--- config.mk ---
export PLATFORM = sky130hd
export DESIGN_NAME = uart_frame_loader_sync_flat
export DESIGN_NICKNAME = d
export VERILOG_FILES = /design/src/rtl/uart_frame_loader_sync_if.sv /design/src/rtl/uart_frame_loader_sync.sv /design/src/flat_wrapper.sv
export SDC_FILE = /design/constraint.sdc
export NUM_CORES = 1
export LEC_CHECK = 0
export ABC_CLOCK_PERIOD_IN_PS = 4019
export BUFFER_PORTS_ARGS = -buffer_cell sky130_fd_sc_hd__buf_2
export CAP_MARGIN = 5
export CORE_MARGIN = 1.5
export CORE_UTILIZATION = 40
export CTS_BUF_LIST = sky130_fd_sc_hd__clkbuf_8
export CTS_CLUSTER_SIZE = 12
export DETAILED_ROUTE_END_ITERATION = 8
export GPL_TIMING_DRIVEN = 0
export PLACE_DENSITY = 0.55
export SLEW_MARGIN = 10
export SYNTH_ARGS = -nofsm -noshare
export SYNTH_HDL_FRONTEND = slang
export SYNTH_SLANG_ARGS = --single-unit
export TNS_END_PERCENT = 50
--- constraint.sdc ---
create_clock -name clk_sys -period 4.02 [get_ports clk_sys]
set_clock_uncertainty 0.15 [all_clocks]
set_input_delay 0 -clock clk_sys [delete_from_list [all_inputs] [get_ports clk_sys]]
set_output_delay 0 -clock clk_sys [all_outputs]
set_load 0.05 [all_outputs]
--- src/rtl/uart_frame_loader_sync_if.sv ---
// Byte-stream input and framebuffer write-port bundle for uart_frame_loader_sync.
`timescale 1ns/1ps
interface uart_frame_loader_sync_if #(
   parameter int unsigned ADDR_W   = 17,
   parameter int unsigned PIX_BITS = 12
);
   logic [7:0]          rx_byte;
   logic                rx_vld;
   logic                write_buf_sys;
   logic                wr_en;
   logic [ADDR_W-1:0]   wr_addr;
   logic [PIX_BITS-1:0] wr_data;
   logic                wr_bank;
   logic                swap_req;
   logic                frame_err;
   logic [1:0]          err_code;
   logic                busy;
   logic [15:0]         frames_ok;
   logic [15:0]         frames_bad;

   modport master (
      output rx_byte, rx_vld, write_buf_sys,
      input  wr_en, wr_addr, wr_data, wr_bank, swap_req, frame_err,
             err_code, busy, frames_ok, frames_bad
   );

   modport slave (
      input  rx_byte, rx_vld, write_buf_sys,
      output wr_en, wr_addr, wr_data, wr_bank, swap_req, frame_err,
             err_code, busy, frames_ok, frames_bad
   );
endinterface

--- src/rtl/uart_frame_loader_sync.sv ---
// Hunts a 2-byte sync header, writes one frame of pixels into the inactive bank,
// and requests a swap only when the trailing checksum matches.
`timescale 1ns/1ps
module uart_frame_loader_sync #(
   parameter int unsigned WIDTH       = 320,
   parameter int unsigned HEIGHT      = 240,
   parameter int unsigned PIX_BITS    = 12,
   parameter int unsigned ADDR_W      = 17,
   parameter logic [7:0]  SYNC0       = 8'hA5,
   parameter logic [7:0]  SYNC1       = 8'h5A,
   parameter int unsigned TIMEOUT_CYC = 1000000
) (
   input  logic                     clk_sys,
   input  logic                     rst_sys,
   uart_frame_loader_sync_if.slave  io
);
   localparam int unsigned BPP   = (PIX_BITS + 7) / 8;
   localparam int unsigned ASM_W = 8 * BPP;
   localparam int unsigned NPIX  = WIDTH * HEIGHT;
   localparam int unsigned CNT_W = (TIMEOUT_CYC > 2) ? $clog2(TIMEOUT_CYC) : 1;

   typedef enum logic [1:0] {HUNT0, HUNT1, PAYLOAD, CSUM} state_e;

   state_e              state_q, state_d;
   logic [CNT_W-1:0]    idle_q, idle_d;
   logic [1:0]          idx_q, idx_d;
   logic [ASM_W-1:0]    asm_q, asm_d;
   logic [7:0]          csum_q, csum_d;
   logic [ADDR_W-1:0]   addr_q, addr_d;
   logic                wr_en_q, wr_en_d;
   logic [ADDR_W-1:0]   wr_addr_q, wr_addr_d;
   logic [PIX_BITS-1:0] wr_data_q, wr_data_d;
   logic                wr_bank_q, wr_bank_d;
   logic                swap_req_q, swap_req_d;
   logic                frame_err_q, frame_err_d;
   logic [1:0]          err_code_q, err_code_d;
   logic                busy_q, busy_d;
   logic [15:0]         frames_ok_q, frames_ok_d;
   logic [15:0]         frames_bad_q, frames_bad_d;

   always_comb begin
      state_d      = state_q;
      idle_d       = idle_q;
      idx_d        = idx_q;
      asm_d        = asm_q;
      csum_d       = csum_q;
      addr_d       = addr_q;
      wr_en_d      = 1'b0;
      wr_addr_d    = wr_addr_q;
      wr_data_d    = wr_data_q;
      wr_bank_d    = wr_bank_q;
      swap_req_d   = 1'b0;
      frame_err_d  = 1'b0;
      err_code_d   = err_code_q;
      busy_d       = busy_q;
      frames_ok_d  = frames_ok_q;
      frames_bad_d = frames_bad_q;

      // A byte arriving on the terminal idle count wins over the timeout.
      if (io.rx_vld) begin
         idle_d = '0;
         unique case (state_q)
            HUNT0: begin
               if (io.rx_byte == SYNC0) state_d = HUNT1;
            end
            HUNT1: begin
               if (io.rx_byte == SYNC1) begin
                  state_d   = PAYLOAD;
                  addr_d    = '0;
                  idx_d     = '0;
                  csum_d    = '0;
                  wr_bank_d = io.write_buf_sys;
                  busy_d    = 1'b1;
               end else if (io.rx_byte != SYNC0) begin
                  state_d = HUNT0;
               end
            end
            PAYLOAD: begin
               csum_d = csum_q + io.rx_byte;
               // Truncating the concatenation shifts the new byte in at the LSB end.
               asm_d  = ASM_W'({asm_q, io.rx_byte});
               if (idx_q == 2'(BPP - 1)) begin
                  wr_en_d   = 1'b1;
                  wr_addr_d = addr_q;
                  wr_data_d = asm_d[ASM_W-1 -: PIX_BITS];
                  addr_d    = addr_q + 1'b1;
                  idx_d     = '0;
                  if (addr_q == ADDR_W'(NPIX - 1)) state_d = CSUM;
               end else begin
                  idx_d = idx_q + 2'd1;
               end
            end
            CSUM: begin
               if (io.rx_byte == csum_q) begin
                  swap_req_d  = 1'b1;
                  frames_ok_d = frames_ok_q + 16'd1;
               end else begin
                  frame_err_d  = 1'b1;
                  err_code_d   = 2'b01;
                  frames_bad_d = frames_bad_q + 16'd1;
               end
               state_d = HUNT0;
               busy_d  = 1'b0;
            end
         endcase
      end else if (state_q != HUNT0) begin
         if (idle_q == CNT_W'(TIMEOUT_CYC - 1)) begin
            state_d = HUNT0;
            idle_d  = '0;
            busy_d  = 1'b0;
            // A stalled header is not a frame yet, so it is dropped silently.
            if (state_q != HUNT1) begin
               frame_err_d  = 1'b1;
               err_code_d   = 2'b10;
               frames_bad_d = frames_bad_q + 16'd1;
            end
         end else begin
            idle_d = idle_q + 1'b1;
         end
      end
   end

   always_ff @(posedge clk_sys or posedge rst_sys) begin
      if (rst_sys) begin
         state_q      <= HUNT0;
         idle_q       <= '0;
         idx_q        <= '0;
         asm_q        <= '0;
         csum_q       <= '0;
         addr_q       <= '0;
         wr_en_q      <= 1'b0;
         wr_addr_q    <= '0;
         wr_data_q    <= '0;
         wr_bank_q    <= 1'b0;
         swap_req_q   <= 1'b0;
         frame_err_q  <= 1'b0;
         err_code_q   <= '0;
         busy_q       <= 1'b0;
         frames_ok_q  <= '0;
         frames_bad_q <= '0;
      end else begin
         state_q      <= state_d;
         idle_q       <= idle_d;
         idx_q        <= idx_d;
         asm_q        <= asm_d;
         csum_q       <= csum_d;
         addr_q       <= addr_d;
         wr_en_q      <= wr_en_d;
         wr_addr_q    <= wr_addr_d;
         wr_data_q    <= wr_data_d;
         wr_bank_q    <= wr_bank_d;
         swap_req_q   <= swap_req_d;
         frame_err_q  <= frame_err_d;
         err_code_q   <= err_code_d;
         busy_q       <= busy_d;
         frames_ok_q  <= frames_ok_d;
         frames_bad_q <= frames_bad_d;
      end
   end

   assign io.wr_en      = wr_en_q;
   assign io.wr_addr    = wr_addr_q;
   assign io.wr_data    = wr_data_q;
   assign io.wr_bank    = wr_bank_q;
   assign io.swap_req   = swap_req_q;
   assign io.frame_err  = frame_err_q;
   assign io.err_code   = err_code_q;
   assign io.busy       = busy_q;
   assign io.frames_ok  = frames_ok_q;
   assign io.frames_bad = frames_bad_q;
endmodule

--- src/flat_wrapper.sv ---
// flat-port wrapper written by rule: the top's interface ports become plain ports
module uart_frame_loader_sync_flat 
#(
   parameter int unsigned WIDTH       = 320,
   parameter int unsigned HEIGHT      = 240,
   parameter int unsigned PIX_BITS    = 12,
   parameter int unsigned ADDR_W      = 17,
   parameter logic [7:0]  SYNC0       = 8'hA5,
   parameter logic [7:0]  SYNC1       = 8'h5A,
   parameter int unsigned TIMEOUT_CYC = 1000000
)
  (clk_sys, rst_sys, io_rx_byte, io_rx_vld, io_write_buf_sys, io_wr_en, io_wr_addr, io_wr_data, io_wr_bank, io_swap_req, io_frame_err, io_err_code, io_busy, io_frames_ok, io_frames_bad);
  uart_frame_loader_sync_if #(.ADDR_W(ADDR_W), .PIX_BITS(PIX_BITS)) io_i ();
  input  logic clk_sys;
  input  logic rst_sys;
  input wire logic [$bits(io_i.rx_byte)-1:0] io_rx_byte;
  input wire logic [$bits(io_i.rx_vld)-1:0] io_rx_vld;
  input wire logic [$bits(io_i.write_buf_sys)-1:0] io_write_buf_sys;
  output wire logic [$bits(io_i.wr_en)-1:0] io_wr_en;
  output wire logic [$bits(io_i.wr_addr)-1:0] io_wr_addr;
  output wire logic [$bits(io_i.wr_data)-1:0] io_wr_data;
  output wire logic [$bits(io_i.wr_bank)-1:0] io_wr_bank;
  output wire logic [$bits(io_i.swap_req)-1:0] io_swap_req;
  output wire logic [$bits(io_i.frame_err)-1:0] io_frame_err;
  output wire logic [$bits(io_i.err_code)-1:0] io_err_code;
  output wire logic [$bits(io_i.busy)-1:0] io_busy;
  output wire logic [$bits(io_i.frames_ok)-1:0] io_frames_ok;
  output wire logic [$bits(io_i.frames_bad)-1:0] io_frames_bad;
  assign io_i.rx_byte = io_rx_byte;
  assign io_i.rx_vld = io_rx_vld;
  assign io_i.write_buf_sys = io_write_buf_sys;
  assign io_wr_en = io_i.wr_en;
  assign io_wr_addr = io_i.wr_addr;
  assign io_wr_data = io_i.wr_data;
  assign io_wr_bank = io_i.wr_bank;
  assign io_swap_req = io_i.swap_req;
  assign io_frame_err = io_i.frame_err;
  assign io_err_code = io_i.err_code;
  assign io_busy = io_i.busy;
  assign io_frames_ok = io_i.frames_ok;
  assign io_frames_bad = io_i.frames_bad;
  uart_frame_loader_sync #(.WIDTH(WIDTH), .HEIGHT(HEIGHT), .PIX_BITS(PIX_BITS), .ADDR_W(ADDR_W), .SYNC0(SYNC0), .SYNC1(SYNC1), .TIMEOUT_CYC(TIMEOUT_CYC)) u_core (.clk_sys(clk_sys), .rst_sys(rst_sys), .io(io_i));
endmodule
==> parameters.txt, run 1 <==
Parameter                              Value

STA
  Slack of the critical path ... 1180 ps
  Setup repair after global routing missed its margin ... no
  TNS Setup ... 0 ps
  Slew Limit Fails ... 0
  Slew Limit Headroom ... 47.9%
  Final hold violation count ... 0
  Fmax achieved ... 352 MHz
  Setup violations, final ... 0
  Time the final worst path needs with I/O delays and setup ... around 2800 ps
  Worst hold-check slack ... 180 ps
  Actual slew at the worst max-slew pin ... between 700 and 800 ps
  Post-route clock period utilization ... 70.6%

Placement
  Dpl cells ... 883
  Post-DP HPWL ... 9.75 mm
  Post-place setup slack ... 1240 ps
  Final GP Congestion ... approximately 0.84
  # port buffers ... a little under 80

Clocking
  CTS Hold Bufs ... 12
  Count of instances resized after the clock tree is built ... 0
  Maximum number of buffers from clock root to sink ... 2
  Number of buffers created by CTS ... 17
  Deepest level of the CTS H-tree ... 4
  Setup Fix Bufs, Post-CTS ... 0
  Clock Latency Late Sink ... about 430 ps
  CTS Root Cell ... clkbuf_8
  Clock Sink Count ... 125
  Clock input transition at the sequential cells of the worst setup and hold paths ... 70 ps
  CTS tree ... done

Setup path
  Critical R2R Capture ... u_core.io.frames_ok[12]
  Critical path capture point ... u_core.io.frames_ok[12]
  Series of cell instances along the critical path ... ha_1 > nor4_1 > nand4_2 > or4_1 > nor2_1 > xor2_1
  Cell with the largest stage delay on the worst path ... or4_1
  Worst path arrival time ... 3050 ps
  Setup Crit Path Kind ... reg -> reg
  Reg2reg path depth ... 6
  Launching element type of the critical path ... flop
  Register-to-register setup slack ... 1180 ps
  Reg-to-Reg Start ... u_core.csum_q[2]
  Setup crit end kind ... flop
  Biggest fanout along the worst timing path ... 9
  Delay of the slowest cell on the worst path ... ~660 ps
  Worst Path Required ... about 4200 ps
  Timing startpoint of the critical path ... u_core.csum_q[2]

Finish
  Post-layout nets ... between 700 and 800
  Antenna cell count ... 0
  Core occupancy in the finished layout ... 48.5%
  Finished Layout Cells ... 926
  Layout cells sized above 1 ... 19.4%
  Growth of design area from synthesis to finish ... 19.6%
  Filler Cell Count ... 1,429

Global route
  Global-route congestion overflow total ... 0
  GRT Overall Usage ... 18.1%
  Pin count of the biggest net entering global routing ... 83
  First-pass GRT wire length ... 23.4 mm
  Vias in the first global route ... about 4,800
  Initial antenna violation count ... 0

Synthesis
  Cell area after synthesis ... approximately 6000 um^2
  Most used flip-flop cell after synthesis ... dfrtp_1
  Post-Syn Nets ... 643
  Post-synthesis area per instance ... 9.94 um^2
  Sequential share of the synthesized area ... 51.1%
  Dominant cells by area after synthesis ... dfrtp_1 51%, nand2_1 7.5%, xnor2_1 4.7%, ha_1 3.1%, xor2_1 2.7%
  Post-synth cell types ... between 60 and 70
  Yosys warnings ... 0
  Number of enable-type register cells in the synthesized netlist ... 0
  Cell accounting for the most synthesized area ... dfrtp_1
  Most frequent cell after synthesis ... dfrtp_1
  Area share of the largest cell type after synthesis ... roughly 51%
  Number of synthesized register bits ... around 130
  Share of flip-flops with an asynchronous set or reset ... 100%
  Number of standard cells after synthesis ... 615
  Leading post-synthesis cells by instance count ... 125 x dfrtp_1, 123 x nand2_1, 37 x nor2_1, 33 x xnor2_1, 26 x nand3_1

Detailed routing
  WL final ... 13.8 mm
  DR WL/cell ... ~15 um
  Via total after detailed routing ... just under 5,000
  Drt drc ... 0
  Initial DRC count ... ~340
  Residual antenna-violating net count after detailed routing ... 0
  Drt first pass iters ... 4
  Mean number of vias per cell ... 5.28

Floorplanning
  I/O pin total ... 80
  Standard cell core area ... approximately 15,000 um^2
  Die height ... 127 um
  Initial core utilization ... 40.5%
  Number of placement rows ... 45
  Width of the die ... between 100 and 150 um
  Die ar. ... 16,000 um^2

Pwr
  Power density cells ... 539 nW/um^2
  Maximum vdd ir drop ... around 270 uV
  Leakage power summed over all cells ... about 3.6 nW

Job
  Max-Cap Viols ... 0

Min path
  Class of the tightest hold or removal check ... in -> reg

Status
  Status ... finished, final reports clean
sequential cells by signal (all words and copies together) (netlist names), 8 cells and up:
register	cells
u_core.idle_q	20
u_core.addr_q	17
u_core.io.wr_addr	17
u_core.io.frames_bad	16
u_core.io.frames_ok	16
u_core.io.wr_data	12
u_core.asm_q	8
u_core.csum_q	8
per-layer routing:
metal | global-route usage, % | routed length, um | vias to the layer above
li1 | - | - | 2375
met1 | 24.6 | 6760 | 2420
met2 | 29.1 | 6460 | 80
met3 | 3.67 | 398 | 15
met4 | 6.42 | 178 | 0
met5 | 0 | 0 | -
stage by stage:
stage	area, um^2	total power (W)
after floorplan	6120	0.00252
after global placement	6750	0.00280
after detailed placement	6780	0.00282
after CTS	7310	0.00398
after global routing	7310	0.00417
final	7310	0.00394
cell families (layout without fill, tap and decap cells):
| logic type | after synthesis | after routing | synth area share (%) |
|---|---|---|---|
| AO/OA/AOI/OAI | 92 | 92 | 10.0 |
| XOR/XNOR | 52 | 52 | 7.45 |
| adder cells (fa/ha/maj) | 16 | 16 | 3.40 |
| buffers and inverters | 41 | 164 | 2.70 |
| flip-flops | 125 | 125 | 51.1 |
| multiplexers | 14 | 14 | 2.52 |
| AND/OR/NAND/NOR | 275 | 275 | 22.7 |
worst max-delay path, delay by kind of cell, from the launching register on:
kind | cells | cell delay [ps]
and+or+nand+nor | 4 | 1710
DFF | 1 | 400
adders and majority gates | 1 | 350
xor gates and xnor gates | 1 | 150
layout make-up:
cell class              count  area (um^2)  share of cell area [%]
flip-flops and latches    125         3130                    42.8
well taps                 188          235                    3.22
clock inverters             7         83.8                    1.15
multi-input cells         449         2820                    38.6
inverters                  20         80.1                    1.09
repair buffers             92          543                    7.43
clock buffers              24          330                    4.52
plain buffers              21         90.1                    1.23
worst min-delay path by stage:
| stage | endpoint | slack, ps | start | depth (start not counted) |
|---|---|---|---|---|
| 6_report | u_core.io.wr_bank | 180 | io_write_buf_sys | 3 |
| 3_5_place_dp | u_core.io.frames_ok[14] | -100 | rst_sys | 2 |
| 5_1_grt | u_core.io.wr_bank | 190 | io_write_buf_sys | 3 |
| 2_1_floorplan | u_core.io.wr_data[0] | -40 | io_rx_byte[4] | 2 |
| 4_1_cts | u_core.io.wr_bank | 150 | io_write_buf_sys | 3 |
| 3_3_place_gp | u_core.io.wr_bank | 80 | io_write_buf_sys | 2 |
report_power, final:
group          switching (W)  internal (W)  total, W
clock               0.000476      0.000658   0.00113
combinational       0.000836      0.000386   0.00122
sequential          0.000130       0.00145   0.00158
layout by cell type, fill, tap and decap left out, drive strengths merged, types with 3 or more instances in the layout:
cell,n
a21oi,11
a31oi,4
and2,5
and3,17
and4,7
buf,86
clkbuf,39
clkinv,4
dfrtp,125
dlygate4sd3,12
ha,15
inv,21
mux2,11
mux2i,3
nand2,123
nand2b,3
nand3,26
nand4,12
nor2,37
nor3,13
nor4,3
nor4bb,3
o2111ai,7
o211ai,9
o21ai,35
o31ai,7
o41ai,3
or2,4
or3,5
or4,7
xnor2,33
xor2,19
Power figures use the tool's default switching activity.
==> inputs of run 2 (changes only) <==
--- a/config.mk
+++ b/config.mk
@@ -5,7 +5,7 @@
 export SDC_FILE = /design/constraint.sdc
 export NUM_CORES = 1
 export LEC_CHECK = 0
-export ABC_CLOCK_PERIOD_IN_PS = 4019
+export ABC_CLOCK_PERIOD_IN_PS = 2700
 export BUFFER_PORTS_ARGS = -buffer_cell sky130_fd_sc_hd__buf_2
 export CAP_MARGIN = 5
 export CORE_MARGIN = 1.5
==> constraint.sdc (replaced) <==
create_clock -name clk_sys -period 2.7 [get_ports clk_sys]
set_clock_uncertainty 0.15 [all_clocks]
set_input_delay 0 -clock clk_sys [delete_from_list [all_inputs] [get_ports clk_sys]]
set_output_delay 0 -clock clk_sys [all_outputs]
set_load 0.05 [all_outputs]
==> run 2 against run 1 <==
Effect of this change: clock power rose by 35%; first-iteration DRC count fell by 12%; power rose by 46%; non-clock buffer count rose by 1; combinational power rose by 54%; sequential power rose by 49%; cell count rose by 0.11%; design area rose by 0.17%; fmax rose by 10%; sequential cell count did not move; via count fell by 0.39%; critical path type unchanged; highest routed layer unchanged.
==> parameters.txt, run 2 (synthesis gave the netlist of run 1 again) <==
Parameter                              Value

Status
  Status ... finished, final reports clean

Pwr
  Clock network power share ... 26.4%
  Maximum vdd ir drop ... 440 uV
  Leakage power summed over all cells ... 3.60 nW
  Power density cells ... 786 nW/um^2
  Total net switching power ... 0.00219 W
  Net switching fraction of the power ... 38.0%
  Internal Pwr Total ... roughly 0.0036 W
  Share of power burned in combinational logic ... 32.6%
  Sequential Power Share ... between 40% and 50%

Floorplanning
  Standard cell core area ... 15,100 um^2
  Die height ... 127 um
  Number of placement rows ... 45
  Width of the die ... 127 um
  Initial core utilization ... between 40% and 50%
  I/O pin total ... 80
  Die ar. ... between 15,000 and 20,000 um^2

Finish
  Antenna cell count ... 0
  Post-layout nets ... 755
  Biggest register ... u_core.idle_q
  Most common library cell in the layout ignoring fill and taps ... dfrtp_1
  Register area ... approximately 3100 um^2
  Final standard cell area without fillers ... 7330 um^2
  Growth of design area from synthesis to finish ... 19.8%
  Layout cells sized above 1 ... 19.9%
  Leading cell types in the layout, fill and taps excluded ... 125 x dfrtp_1, 123 x nand2_1, 82 x buf_2, 37 x nor2_1, 33 x xnor2_1
  Finished Layout Cells ... just over 900
  Flip-flop count of the largest register after layout ... 20
  Filler Cell Count ... 1,460
  Multi-input combinational cell area ... 2870 um^2

Detailed routing
  Initial DRC count ... 303
  Mean number of vias per cell ... ~5.3
  WL final ... 13.8 mm
  Via total after detailed routing ... 4,871
  Drt first pass iters ... 4
  Residual antenna-violating net count after detailed routing ... 0
  Drt drc ... 0
  DR WL/cell ... 14.9 um

Setup path
  Setup crit end kind ... flop
  Worst Path Required ... 2910 ps
  Bufs and invs on worst path ... 2
  Cell with the largest stage delay on the worst path ... or4_4
  Most used cell along the critical path ... inv_1
  Series of cell instances along the critical path ... inv_1 > ha_1 > inv_1 > or3_1 > or4_4 > o31ai_2
  Kind of cell adding the most delay to the critical path ... simple AND/OR/NAND/NOR gates
  Launching element type of the critical path ... flop
  Worst path arrival time ... between 2000 and 3000 ps
  Delay of the slowest cell on the worst path ... between 500 and 600 ps
  Setup Crit Path Kind ... reg -> reg
  Biggest fanout along the worst timing path ... 9

STA
  Slew Limit Headroom ... around 47%
  Final hold violation count ... 0
  Slack of the critical path ... 126 ps
  Setup violations, final ... 0
  Fmax achieved ... 388 MHz
  Time the final worst path needs with I/O delays and setup ... 2570 ps
  Slew Limit Fails ... 0
  Post-route clock period utilization ... 95.3%
  Actual slew at the worst max-slew pin ... 782 ps

Clocking
  CTS Root Cell ... clkbuf_8
  Maximum number of buffers from clock root to sink ... 2
  Clock Latency Late Sink ... 450 ps
  Clock Sink Count ... 125
  Deepest level of the CTS H-tree ... 4
  Setup Fix Bufs, Post-CTS ... 0
  Clock input transition at the sequential cells of the worst setup and hold paths ... 70 ps
  CTS tree ... done
  Number of buffers created by CTS ... 17

Placement
  Final GP Congestion ... 0.829
  Placed standard-cell area ... 6810 um^2
  Post-DP HPWL ... 9.88 mm
  # port buffers ... 79
  Dpl cells ... between 800 and 900
  Post-place setup slack ... -105 ps

Global route
  GRT Overall Usage ... 18.4%
  Met3 Use GR ... 4.43%
  Global Route met1 Usage ... 24.5%
  Global routing met2 resource utilization ... 28.7%
  First-pass GRT wire length ... 23.3 mm
  Initial antenna violation count ... 0
  Pin count of the biggest net entering global routing ... 38
  Global routing's busiest layer ... met2
  Global-route congestion overflow total ... 0
  Vias in the first global route ... about 4,800

Job
  Max-Cap Viols ... 0

Min path
  Class of the tightest hold or removal check ... in -> async
[run 2: cell count changes in the layout (fill, tap and decap cells not counted), moves of 2 or more]
cell      before  now
clkbuf_2       0    2
clkbuf_8      24   18
inv_1         19   22
clkinv_2       4    7
buf_12         0    3
[run 2: metal layers]
layer / up-vias / part of all wire (%)
li1: 2375 / -
met1: 2391 / 49
met2: 90 / 46
met3: 15 / 3.4
met4: 0 / 1.8
met5: - / 0
[run 2: power by group through the flow]
| stage | registers [W] | clock network (W) | logic [W] |
|---|---|---|---|
| floorplan | 0.00283 | 0 | 0.000932 |
| global placement | 0.00238 | 0 | 0.00178 |
| detailed placement | 0.00240 | 0 | 0.00182 |
| CTS | 0.00236 | 0.00157 | 0.00185 |
| global route | 0.00240 | 0.00164 | 0.00206 |
| finish | 0.00236 | 0.00152 | 0.00188 |
[run 2: through the flow]
step	TNS, ps	util [%]	total power (W)	hold slack (ps)
4_1_cts	0	48.3	0.00578	20.1
5_1_grt	-3.75	48.5	0.00609	61.3
3_3_place_gp	-341	44.7	0.00416	83.8
6_report	0	48.5	0.00576	30.1
3_5_place_dp	-453	45.1	0.00422	-31.0
2_1_floorplan	0	-	0.00376	-44.6
[run 2: worst min-delay path: cells and delay by family]
family                 cells  cell delay, ps
buffers and inverters      3            1090
[run 2: repair_timing]
action	in CTS	in global routing
endpoints found under the setup margin	6	22
gates resized for setup	1	8
pin swaps	0	2
endpoints found under the hold margin	120	0
hold buffers	11	0
[run 2: path summary, 6_finish.rpt]
kind | slack (ps) | from | end | depth (start not counted)
setup / recovery | 130 | u_core.state_q[0] | u_core.addr_q[15] | 6
max in group asynchronous | 1550 | rst_sys | u_core.csum_q[5] | 5
hold reg to reg | 310 | u_core.io.frames_ok[15] | u_core.io.frames_ok[15] | 1
hold / removal | 30 | rst_sys | u_core.io.frames_ok[3] | 3
setup reg to reg | 130 | u_core.state_q[0] | u_core.addr_q[15] | 6
min in group clk_sys | 180 | io_write_buf_sys | u_core.io.wr_bank | 3
[run 2: layout make-up]
cell class                 count  share of cell area, %
tap                          188                   3.21
clock buffer                  18                   3.38
timing repair buffer          93                   7.72
sequential                   125                   42.7
buffer                        21                   1.26
multi-input combinational    449                   39.1
clock inverter                13                   1.50
inverter                      20                   1.08
